<file path="config.mk">
export PLATFORM = sky130hd
export DESIGN_NAME = wb_master_ctrl
export DESIGN_NICKNAME = d
export VERILOG_FILES = /design/src/rtl/wb_master_ctrl.sv
export SDC_FILE = /design/constraint.sdc
export NUM_CORES = 1
export LEC_CHECK = 0
export CAP_MARGIN = 20
export CORE_AREA = 3 3 86 121
export DETAILED_ROUTE_END_ITERATION = 12
export DIE_AREA = 0 0 89 124
export PLACE_DENSITY_LB_ADDON = 0.2
export SLEW_MARGIN = 20
export SYNTH_ARGS = -nofsm -noshare
export SYNTH_HDL_FRONTEND = slang
export SYNTH_SLANG_ARGS = --single-unit
</file>
<file path="constraint.sdc">
create_clock -name clk_i -period 2.15 [get_ports clk_i]
set_input_delay 0.43 -clock clk_i [delete_from_list [all_inputs] [get_ports clk_i]]
set_output_delay 0.43 -clock clk_i [all_outputs]
set_load 0.05 [all_outputs]
</file>
<file path="src/rtl/wb_master_ctrl.sv">
`default_nettype none
// ============================================================================
// Module   : wb_master_ctrl
// Brief    : Single-outstanding Wishbone B4 pipelined master with a watchdog
//            that aborts bus cycles the slave never completes.
// Revision : 1.0 - initial release
// ============================================================================
module wb_master_ctrl #(
    parameter  int ADDR_WIDTH = 16,
    parameter  int DATA_WIDTH = 32,
    parameter  int GRANULE    = 8,
    parameter  int TIMEOUT    = 255,
    localparam int SEL_WIDTH  = DATA_WIDTH / GRANULE
) (
    input  logic                  clk_i,
    input  logic                  rst_i,
    // local command / response port
    input  logic                  cmd_valid,
    output logic                  cmd_ready,
    input  logic                  cmd_we,
    input  logic [ADDR_WIDTH-1:0] cmd_adr,
    input  logic [DATA_WIDTH-1:0] cmd_dat,
    input  logic [SEL_WIDTH-1:0]  cmd_sel,
    output logic                  rsp_valid,
    output logic [DATA_WIDTH-1:0] rsp_dat,
    output logic                  rsp_err,
    output logic                  rsp_timeout,
    // Wishbone master port
    output logic                  cyc_o,
    output logic                  stb_o,
    output logic                  we_o,
    output logic [ADDR_WIDTH-1:0] adr_o,
    output logic [DATA_WIDTH-1:0] dat_o,
    output logic [SEL_WIDTH-1:0]  sel_o,
    input  logic [DATA_WIDTH-1:0] dat_i,
    input  logic                  ack_i,
    input  logic                  err_i,
    input  logic                  stall_i
);

    localparam int                   CNT_WIDTH = $clog2(TIMEOUT);
    localparam logic [CNT_WIDTH-1:0] CNT_LAST  = CNT_WIDTH'(TIMEOUT - 1);

    typedef enum logic [1:0] {
        ST_IDLE = 2'd0,
        ST_REQ  = 2'd1,
        ST_WAIT = 2'd2
    } state_t;

    state_t               r_state;
    logic [CNT_WIDTH-1:0] r_tmo_cnt;

    logic w_active;
    logic w_taken;
    logic w_done;
    logic w_abort;

    assign cmd_ready = (r_state == ST_IDLE);
    assign w_active  = (r_state == ST_REQ) || (r_state == ST_WAIT);

    // A termination only counts once the slave has taken the strobe; while
    // stalled in REQ any ack/err belongs to nothing we issued.
    assign w_taken   = (r_state == ST_WAIT) || !stall_i;
    assign w_done    = w_active && w_taken && (ack_i || err_i);
    assign w_abort   = w_active && !w_done && (r_tmo_cnt == CNT_LAST);

    always_ff @(posedge clk_i or negedge rst_i) begin
        if (!rst_i) begin
            r_state     <= ST_IDLE;
            r_tmo_cnt   <= '0;
            cyc_o       <= 1'b0;
            stb_o       <= 1'b0;
            we_o        <= 1'b0;
            adr_o       <= '0;
            dat_o       <= '0;
            sel_o       <= '0;
            rsp_valid   <= 1'b0;
            rsp_dat     <= '0;
            rsp_err     <= 1'b0;
            rsp_timeout <= 1'b0;
        end else begin
            rsp_valid   <= 1'b0;
            rsp_dat     <= '0;
            rsp_err     <= 1'b0;
            rsp_timeout <= 1'b0;

            case (r_state)
                ST_IDLE: begin
                    if (cmd_valid) begin
                        we_o      <= cmd_we;
                        adr_o     <= cmd_adr;
                        dat_o     <= cmd_dat;
                        sel_o     <= cmd_sel;
                        cyc_o     <= 1'b1;
                        stb_o     <= 1'b1;
                        r_tmo_cnt <= '0;
                        r_state   <= ST_REQ;
                    end
                end

                ST_REQ, ST_WAIT: begin
                    r_tmo_cnt <= r_tmo_cnt + CNT_WIDTH'(1);
                    if (w_done) begin
                        cyc_o     <= 1'b0;
                        stb_o     <= 1'b0;
                        rsp_valid <= 1'b1;
                        rsp_err   <= err_i;
                        rsp_dat   <= (!err_i && !we_o) ? dat_i : '0;
                        r_state   <= ST_IDLE;
                    end else if (w_abort) begin
                        cyc_o       <= 1'b0;
                        stb_o       <= 1'b0;
                        rsp_valid   <= 1'b1;
                        rsp_err     <= 1'b1;
                        rsp_timeout <= 1'b1;
                        r_state     <= ST_IDLE;
                    end else if ((r_state == ST_REQ) && !stall_i) begin
                        stb_o   <= 1'b0;
                        r_state <= ST_WAIT;
                    end
                end

                default: begin
                    cyc_o   <= 1'b0;
                    stb_o   <= 1'b0;
                    r_state <= ST_IDLE;
                end
            endcase
        end
    end

endmodule
`default_nettype wire

</file>
==> metrics.md <==
| Metric | Value |
|---|---|
| Routability Congestion | around 0.75 |
| Synth Instances | approximately 260 |
| Synth Warn # | 0 |
| Worst-path maximum fanout | 2 |
| Max Cap Viol | 0 |
| RSZ-0062 raised after global routing | no |
| Min Clock Period, post-route | 1.942 ns |
| Synth Flop Type | dfrtp_1 |
| Slew @ Worst Pin | 0.5500 ns |
| Required @ worst endpoint | 1.72 ns |
| Startpoint types | flop |
| Grt total ovfl | 0 |
| Largest net degree at the start of global routing | 40 |
| Clock Latency Late Sink | roughly 0.33 ns |
| Synth Net Count | approximately 350 |
| Peak supply drop | 0.5043 mV |
| Fin area | slightly above 0.006 mm² |
| Pwr/cell area | 1533 mW/mm² |
| Clock buffer depth | 2 |
| Vias in the first global route | between 2k and 3k |
| Mapped Avg Cell Area | 14.51 µm² |
| Critical path type | reg2out |
| CP bufs+invs | 1 |
| Post-route ant nets | 0 |
| Hold-fix buffers, CTS | 0 |
| Relative slew slack | approximately 63% |
| Hold crit path type | in2async |
| CP top delay family | buffers and inverters |
| Post-Synth Simple-Gate Area | 9.997% |
| Synth top area share | approximately two thirds |
| Area growth syn-to-layout | 61.55% |
| CTS tree | yes |
| Per-cell routed wire length | 16.07 µm |
| Status | completed |
| Clock transition at path regs | 0.07 ns |
| Final hold slack | 0.04578 ns |
| # Post-CTS Setup Buffers | 0 |
| Synth area leaders | dfrtp_1 (66%), mux2_2 (16%), and2_1 (5.3%), ha_1 (1.7%), nand2_1 (0.90%) |
| Fin. Hold Viols | 0 |
| Via count | 2,649 |
| # DRC | 0 |
| Largest family of logic cells by synthesized area | multiplexers |
| Final WL | ~9000 µm |
| Complex-gate fraction of the synthesized area | 2.842% |
| Setup WS post-layout | 0.2076 ns |
| XOR/XNOR Fraction of Synth Area | 1.170% |
| Sequential fraction of the synthesis area | between 60 and 70% |
| FFs w/ async S/R, synth | 100.0% |
| Initial antenna violation count | 0 |
| Area of the core | 0.009407 mm² |
| Synth area leader | dfrtp_1 |
| DRT Pass-1 Iters | 4 |
| Crit path capture type | output pin |
| Worst path cell trace | clkdlybuf4s50_1 |
| First-pass GRT wire length | approximately 13,000 µm |
| Root buffer cell | clkbuf_16 |
| Final Cycle Share | 90.34% |
| FMAX | slightly above 0.5 GHz |
| Setup_tns | 0 ns |
| Worst EP arrival | 1.51 ns |
| Num CTS Buffers | 9 |
| Detailed placement HPWL | 6756 µm |
| CTS Sinks | 99 |
| Post-Place Cell Area | about 0.0057 mm² |
| Synth unique cells | 30 |
| N_diodes | 0 |
| CP peak stage delay | 0.84 ns |
| H-tree levels | 3 |
| Flops & latches, synth | 99 |
| DIE AREA | 0.01104 mm² |
| Vias/cell | approximately 4.7 |
| Nets | ~540 |
| Fin util | 64.27% |
| Setup Skew | 0.006428 ns |
| Adder-Cell Fraction of Synth Area | approximately 1.7% |
| Synthesized area | roughly 0.0037 mm² |
| Core Rows | 42 |
| Layout cells sized above 1 | 17.96% |
| Leakage | 2.622 nW |
| DRT iter0 DRCs | 111 |
| # resized after CTS | 0 |
| Initial Util | about two fifths |
| Chip width | 89 µm |
| I/O Pins | 182 |
| Mux cell area share after synthesis | 16.52% |
| Finish-stage setup viols | 0 |
| Dpl ws | 0.2083 ns |
| Die span in y | approximately 120 µm |
| Port bufs | 181 |
| EDFF count, synth | 0 |
| GRT Util Overall | roughly 16% |
| Pins over their slew limit | 0 |
| CP max stage cell | clkdlybuf4s50_1 |
==> power breakdown <==
group / total, W / leakage, nW / internal, W / switching [W]
clock: 0.00160 / 0.145 / 0.000933 / 0.000667
sequential: 0.00279 / 1.25 / 0.00248 / 0.000309
combinational: 0.00488 / 1.22 / 0.00184 / 0.00303
==> worst paths after layout <==
check	cells past startpoint	slack [ns]	start	endpoint
setup / recovery	1	0.21	sel_o[2]	sel_o[2]
hold / removal	1	0.05	rst_i	dat_o[20]
setup reg to reg	6	0.38	r_state[1]	r_state[1]
hold reg to reg	1	0.50	dat_o[19]	dat_o[19]
max in group asynchronous	2	1.54	rst_i	dat_o[7]
min in group clk_i	1	0.50	dat_o[19]	dat_o[19]
==> synth_stat cells, types with 2 or more instances <==
cell type  count
and2_1        32
clkbuf_1       3
nor4_1         2
nand2b_1       2
xor2_1         2
dfrtp_1       99
o221ai_1       2
nor2_1         8
nand4_1        4
a21oi_1        2
nand2_1        9
xnor2_1        3
buf_2          6
inv_1          5
o21ai_0        6
mux2_2        54
nand3_1        2
ha_1           5
==> cell families (layout without fill, tap and decap cells) <==
| kind of cell | after synthesis | in the layout |
|---|---|---|
| simple gates | 64 | 64 |
| compound gates | 16 | 16 |
| flops | 99 | 99 |
| xor+xnor | 5 | 5 |
| mux | 55 | 55 |
| buf+inv | 14 | 207 |
| fa+ha+maj | 5 | 5 |
==> cells in the final DEF, fill, tap and decap left out <==
cell type	Yosys	layout
clkdlybuf4s50_1	0	178
dfrtp_1	99	99
mux2_2	54	54
and2_1	32	32
clkbuf_16	0	9
nand2_1	9	8
nor2_1	8	8
o21ai_0	6	6
inv_1	5	5
buf_4	0	5
nand4_1	4	4
ha_1	5	4
buf_12	0	4
xnor2_1	3	3
clkinv_4	0	3
nand3_1	2	2
nand2b_1	2	2
o221ai_1	2	2
xor2_1	2	2
nor4_1	2	2
a21oi_1	2	2
or2b_1	1	1
nor4b_4	1	1
o21a_1	1	1
a32o_1	1	1
o22ai_1	1	1
nand2_2	0	1
a21boi_0	1	1
and3_1	1	1
mux2i_1	1	1
nor3_1	1	1
a22o_1	1	1
and2b_1	1	1
o2bb2ai_1	1	1
ha_2	0	1
bufinv_16	0	1
clkbuf_8	0	1
clkinvlp_4	0	1
==> state kept, by name, summed over array words and instances, names as in the netlist <==
name	count
adr_o	16
r_tmo_cnt	8
cyc_o	1
sel_o	4
rsp_valid	1
rsp_err	1
dat_o	32
we_o	1
rsp_timeout	1
rsp_dat	32
r_state	2
==> cell type report <==
class | instances | area (µm²)
fillers | 723 | 3361
flip-flops and latches | 99 | 2477
repair buffers | 187 | 1899
multi-input cells | 145 | 1210
clock buffers | 10 | 239.0
well taps | 110 | 137.6
clock inverters | 5 | 63.81
inverters | 5 | 18.77
==> worst reg2reg max path, delay by kind of cell (launching register included) <==
kind,cells,cell delay [ns]
flip-flops,1,0.38
adder cells (fa/ha/maj),1,0.44
buffers and inverters,1,0.08
AO/OA/AOI/OAI,2,0.28
AND/OR/NAND/NOR,2,0.48
==> layer usage <==
metal	wire length (µm)	vias to the layer above	GRT usage, %
met3	839	9	6.023
met2	4697	120	27.51
met1	3337	1268	18.37
li1	-	1252	-
met4	143	0	6.145
met5	0	-	0
==> per-stage QoR <==
stage	std cells	power, W
2_1_floorplan	258	0.005996
3_3_place_gp	546	0.007658
3_5_place_dp	546	0.007747
4_1_cts	561	0.009382
5_1_grt	561	0.009699
6_report	561	0.009270
Power figures use the tool's default switching activity.
